--- src/rtl/llc_pipe_scheduler.sv ---
// LLC front-end issue scheduler: arbitrates rsp/rst_tb/req/dma and tracks in-flight sets in order.
// Optional `LLC_SCHED_STATS_EN adds the hazard_stalls saturating counter output.
`ifndef LLC_SET_BITS
`define LLC_SET_BITS 8
`endif
module llc_pipe_scheduler #(
  parameter int unsigned SET_BITS     = `LLC_SET_BITS,
  parameter int unsigned NUM_INFLIGHT = 4,
  parameter int unsigned STARVE_MAX   = 15
) (
  input  logic                          clk,
  input  logic                          rst,
  input  logic                          rsp_valid,
  input  logic [SET_BITS-1:0]           rsp_set,
  output logic                          rsp_ready,
  input  logic                          rst_tb_valid,
  output logic                          rst_tb_ready,
  input  logic                          req_valid,
  input  logic [SET_BITS-1:0]           req_set,
  output logic                          req_ready,
  input  logic                          dma_valid,
  input  logic [SET_BITS-1:0]           dma_set,
  output logic                          dma_ready,
  input  logic                          issue_ready,
  output logic                          issue_valid,
  output logic [1:0]                    issue_src,
  output logic [SET_BITS-1:0]           issue_set,
  input  logic                          retire_valid,
  output logic [$clog2(NUM_INFLIGHT):0] inflight_cnt,
  output logic                          retire_err
`ifdef LLC_SCHED_STATS_EN
  ,
  output logic [15:0]                   hazard_stalls
`endif
);
  localparam int unsigned PW = $clog2(NUM_INFLIGHT);
  localparam int unsigned CW = PW + 1;

  typedef enum logic {RR_REQ, RR_DMA} rr_e;
  typedef enum logic [1:0] {SRC_RSP = 2'd0, SRC_RST = 2'd1, SRC_REQ = 2'd2, SRC_DMA = 2'd3} src_e;

  logic [SET_BITS-1:0]     tbl_q [NUM_INFLIGHT];
  logic [NUM_INFLIGHT-1:0] vld_q;
  logic [PW-1:0]           head_q, tail_q;
  logic [CW-1:0]           cnt_q;
  logic [3:0]              starve_q;
  rr_e                     rr_q;
  logic                    err_q;

  logic req_hz, dma_hz, req_elig, dma_elig, rst_elig, gate, starving, pick_dma;
  logic gnt, push, pop;
  src_e src;

  always_comb begin
    req_hz = 1'b0;
    dma_hz = 1'b0;
    for (int unsigned i = 0; i < NUM_INFLIGHT; i++) begin
      if (vld_q[i] && (tbl_q[i] == req_set)) req_hz = 1'b1;
      if (vld_q[i] && (tbl_q[i] == dma_set)) dma_hz = 1'b1;
    end
  end

  assign req_elig = req_valid && !req_hz && !rst_tb_valid;
  assign dma_elig = dma_valid && !dma_hz && !rst_tb_valid;
  assign rst_elig = rst_tb_valid && (cnt_q == '0);
  // Raw rst in the gate keeps every grant output low while reset is asserted.
  assign gate     = rst && issue_ready && (cnt_q < CW'(NUM_INFLIGHT));
  assign starving = (starve_q == STARVE_MAX[3:0]) && (req_elig || dma_elig);
  assign pick_dma = dma_elig && (!req_elig || (rr_q == RR_DMA));

  always_comb begin
    gnt = 1'b0;
    src = SRC_RSP;
    if (gate) begin
      if (starving) begin
        gnt = 1'b1;
        src = pick_dma ? SRC_DMA : SRC_REQ;
      end else if (rsp_valid) begin
        gnt = 1'b1;
        src = SRC_RSP;
      end else if (rst_elig) begin
        gnt = 1'b1;
        src = SRC_RST;
      end else if (req_elig || dma_elig) begin
        gnt = 1'b1;
        src = pick_dma ? SRC_DMA : SRC_REQ;
      end
    end
  end

  always_comb begin
    issue_set = '0;
    if (gnt) begin
      case (src)
        SRC_RSP: issue_set = rsp_set;
        SRC_REQ: issue_set = req_set;
        SRC_DMA: issue_set = dma_set;
        default: issue_set = '0;
      endcase
    end
  end

  assign issue_valid  = gnt;
  assign issue_src    = src;
  assign rsp_ready    = gnt && (src == SRC_RSP);
  assign rst_tb_ready = gnt && (src == SRC_RST);
  assign req_ready    = gnt && (src == SRC_REQ);
  assign dma_ready    = gnt && (src == SRC_DMA);
  assign inflight_cnt = cnt_q;
  assign retire_err   = err_q;

  assign push = gnt;
  assign pop  = retire_valid && (cnt_q != '0);

  always_ff @(posedge clk or negedge rst) begin
    if (!rst) begin
      vld_q    <= '0;
      head_q   <= '0;
      tail_q   <= '0;
      cnt_q    <= '0;
      starve_q <= '0;
      rr_q     <= RR_REQ;
      err_q    <= 1'b0;
    end else begin
      // push and pop never share a slot: push needs count<N, pop needs count>0
      if (pop) begin
        vld_q[head_q] <= 1'b0;
        head_q        <= head_q + 1'b1;
      end
      if (push) begin
        vld_q[tail_q] <= 1'b1;
        tail_q        <= tail_q + 1'b1;
      end
      case ({push, pop})
        2'b10:   cnt_q <= cnt_q + 1'b1;
        2'b01:   cnt_q <= cnt_q - 1'b1;
        default: cnt_q <= cnt_q;
      endcase
      if (gnt && ((src == SRC_REQ) || (src == SRC_DMA))) begin
        starve_q <= '0;
        rr_q     <= (src == SRC_REQ) ? RR_DMA : RR_REQ;
      end else if (gnt && (src == SRC_RSP) && (req_elig || dma_elig) &&
                   (starve_q != STARVE_MAX[3:0])) begin
        starve_q <= starve_q + 1'b1;
      end
      if (retire_valid && (cnt_q == '0)) err_q <= 1'b1;
    end
  end

  always_ff @(posedge clk) begin
    if (push) tbl_q[tail_q] <= issue_set;
  end

`ifdef LLC_SCHED_STATS_EN
  logic [15:0] stalls_q;
  always_ff @(posedge clk or negedge rst) begin
    if (!rst) begin
      stalls_q <= '0;
    end else if (((req_valid && req_hz) || (dma_valid && dma_hz)) && !rst_tb_valid &&
                 (stalls_q != '1)) begin
      stalls_q <= stalls_q + 1'b1;
    end
  end
  assign hazard_stalls = stalls_q;
`endif

endmodule

--- config.mk ---
export PLATFORM = sky130hd
export DESIGN_NAME = llc_pipe_scheduler
export DESIGN_NICKNAME = d
export VERILOG_FILES = /design/src/rtl/llc_pipe_scheduler.sv
export SDC_FILE = /design/constraint.sdc
export NUM_CORES = 1
export LEC_CHECK = 0
export BUFFER_PORTS_ARGS = -buffer_cell sky130_fd_sc_hd__buf_2
export CAP_MARGIN = 5
export CORE_MARGIN = 5
export CORE_UTILIZATION = 25
export DETAILED_ROUTE_END_ITERATION = 7
export PLACE_DENSITY = 0.46
export SYNTH_ARGS = -nofsm -noshare
export SYNTH_HDL_FRONTEND = slang
export SYNTH_SLANG_ARGS = --single-unit
--- constraint.sdc ---
create_clock -name clk -period 5.2 [get_ports clk]
set_input_delay 0.26 -clock clk [delete_from_list [all_inputs] [get_ports clk]]
set_output_delay 0.26 -clock clk [all_outputs]
set_load 0.05 [all_outputs]
==> impl_metrics.py <==
metrics = {
    "logic_synthesis": {
        "synth_ff_type": "edfxtp_1",
        "syn_inst": 282,
        "ys_types": 38,
        "yosys-top-cells-area": "edfxtp_1 (30%), dfrtp_1 (13%), xor2_1 (12%), xnor2_1 (7.5%), ha_1 (4.0%)",
        "yosysWarnings": 0,
        "synth_edf_count": 32,
        "async_flop_share_pct": 34.69,
        "syn_avg_cell_area_um2": 11.21,
        "yosysTopAreaCell": "edfxtp_1",
        "synth_nets": 325,
        "yosysTopAreaCellShare_pct": 30.40,
        "yosysSeqAreaShare_pct": 43.86,
        "synth_seq_cells": 49,
        "netlist_area_um2": 3161,
    },
    "clock_tree": {
        "cts_root_buf": "clkbuf_16",
        "cts_buffers": 5,
        "cts_setup_buffers": 0,
        "max-clock-path-buffers": 2,
        "clk_pin_slew_worst_paths_ns": 0.06,
        "cts_tree": "built",
        "cts.htree.levels": 2,
        "clock_latency_ns": 0.29,
        "cts.sinks": 49,
    },
    "sta": {
        "setup_violations": 0,
        "holdWs_ns": 0.1957,
        "fin_tns_setup_ns": 0,
        "drv_slew": 0,
        "clock.fmax_mhz": 276.7,
        "clock_skew_ns": 0.007759,
        "worst_pin_slew_ns": 0.9761,
        "period_minus_slack_ns": 3.615,
        "finalHoldViolations": 0,
        "rsz0062_at_grt": "false",
        "slew_headroom_pct": 34.93,
        "post-route-period-util_pct": 69.51,
    },
    "final_layout": {
        "seqCellArea_um2": 1386,
        "final_common_cell": "buf_2",
        "multiInputGateArea_um2": 1545,
        "fillers": 1346,
        "n_antenna_cell": 0,
        "area.growth.synth_to_final_pct": 14.49,
        "fin_cells": 490,
        "mostFrequentLayoutCells": "buf_2 (50), xor2_1 (45), edfxtp_1 (32), xnor2_1 (27), nand2_1 (21)",
        "layout-drive-gt1-share_pct": 23.27,
        "stdcell_area_um2": 3618,
        "final_nets": 360,
    },
    "grt": {
        "grt_pass1_vias": 2254,
        "grt_use_met1_pct": 15.45,
        "antenna_found_initial": 0,
        "met3_usage_pct": 2.028,
        "overflow": 0,
        "met2_usage_pct": 18.96,
        "grt_pass1_wl_um": 12960,
        "grt-busiest-layer": "met2",
        "track_usage_pct": 11.43,
        "grt_max_degree": 29,
    },
    "routing": {
        "wirelength_um": 8298,
        "first_pass_iters": 5,
        "drt_iter0_markers": 90,
        "ant_nets": 0,
        "drc_errors": 0,
        "wl_per_cell_um": 16.93,
        "viasPerCell": 4.353,
        "vias": 2133,
    },
    "power": {
        "fin_total_pwr_mw": 1.319,
        "p_per_area_nw_per_um2": 364.5,
        "ir_drop_v": 0.0001201,
        "leakage_nw": 1.445,
    },
    "min_path": {
        "hold_class": "input port to flop",
        "min_from": "retire_valid",
    },
    "floorplan": {
        "coreArea_um2": 12520,
        "die_y_um": 122.4,
        "die_w_um": 122.4,
        "die-area_um2": 14990,
        "ios": 51,
        "initial_utilization_pct": 25.25,
        "rows": 41,
    },
    "placed_design": {
        "numPortBuffers": 50,
        "routabilityCongestion": 0.8346,
        "place_area_um2": 3446,
        "placedCellCount": 481,
        "hpwl_um": 6339,
    },
    "worst_setup_path": {
        "max_stage_delay_ns": 0.75,
        "path_delay_family": "buffers and inverters",
        "worstSetupStartpoint": "rst",
        "critPathBufInv": 4,
        "path_cells": "dlygate4sd3_1 -> buf_2 -> nand2_1 -> or2_2 -> nor3_4 -> buf_4 -> nand2_1 -> o211ai_2 -> buf_2",
        "arrival_ns": 3.35,
        "path_max_fanout": 22,
        "start_kind": "input port",
        "cp-end-kind": "primary output",
        "crit_slowest_cell": "nor3_4",
        "r2r-start": "tbl_q[0][2]$_DFFE_PP_",
        "crit_type": "input port to primary output",
        "worstPathRequired_ns": 4.94,
    },
    "run": {
        "drv_cap": 0,
    },
    "run_status": {
        "outcome": "finished, final reports clean",
    },
}
## path summary, 6_finish.rpt
path	to	slack, ns	depth (start not counted)
max	issue_set[5]	1.59	9
min	retire_err$_DFFE_PN0P_	0.20	2
max reg2reg	inflight_cnt[2]$_DFFE_PN0P_	2.01	13
min reg2reg	retire_err$_DFFE_PN0P_	0.47	1
max in group asynchronous	retire_err$_DFFE_PN0P_	4.45	2
min in group asynchronous	inflight_cnt[0]$_DFFE_PN0P_	0.45	2
## worst reg2reg max path: stages (launching register included)
cell	delay (ns)
edfxtp_1	0.43
xor2_1	0.24
nor4_1	0.11
nand4_1	0.14
nand3_1	0.15
o2bb2a_4	0.27
a21oi_2	0.75
inv_1	0.13
ha_1	0.26
inv_1	0.07
fa_1	0.17
xor2_1	0.15
nor2_1	0.06
xor2_1	0.14
## synth_stat cells (2+ instances only)
library cell / count
xor2_1: 45
edfxtp_1: 32
xnor2_1: 27
nand2_1: 21
dfrtp_1: 17
nand3_1: 13
buf_4: 11
inv_1: 11
nor2_1: 11
ha_1: 10
o211ai_2: 9
nand4_1: 8
nand4b_1: 7
nor3_1: 7
nor4_1: 7
and2_1: 6
buf_2: 6
a21o_1: 5
buf_6: 5
o21ai_0: 4
nor2b_1: 2
o211a_1: 2
## per-stage QoR
stage          setup WS (ns)  util [%]
2_1_floorplan          2.330         -
3_3_place_gp           1.964     27.53
3_5_place_dp           1.901     27.53
4_1_cts                1.524     28.91
5_1_grt                1.303     28.91
6_report               1.585     28.91
## flip-flops by register name, indices dropped and copies added (netlist names)
signal	flops
retire_err	1
tail_q	2
vld_q	4
head_q	2
inflight_cnt	3
tbl_q	32
starve_q	4
rr_q	1
## power by group
part	internal [mW]	switching, mW
Sequential	0.493	0.0637
Combinational	0.137	0.259
Clock	0.226	0.141
## cell families (layout without fill, tap and decap cells)
| family | after synthesis | in the layout | share of synthesized area (%) |
|---|---|---|---|
| buffers and inverters | 35 | 71 | 7.244 |
| adder cells (fa/ha/maj) | 11 | 11 | 4.592 |
| AND/OR/NAND/NOR | 88 | 88 | 15.72 |
| AO/OA/AOI/OAI | 27 | 27 | 8.631 |
| XOR/XNOR | 72 | 72 | 19.95 |
| flip-flops | 49 | 49 | 43.86 |
## area by class of cell
class                   count  area share (%)
inverters                  11           1.141
clock inverters             2          0.9336
repair buffers             52           7.400
flip-flops and latches     49           38.31
multi-input cells         198           42.70
well taps                 172           5.947
clock buffers               6           3.562
## what timing repair did
item                                   in CTS  in global routing
endpoints found under the hold margin      17                  0
gates resized for setup                     0                  0
hold buffers                                1                  0
## metal layers
layer  wire length (um)  part of all wire [%]
met2               4140                    50
met1               3773                    45
met4                 97                   1.2
met3                287                   3.5
met5                  0                     0
No activity file was read; power rests on OpenSTA's default activity.
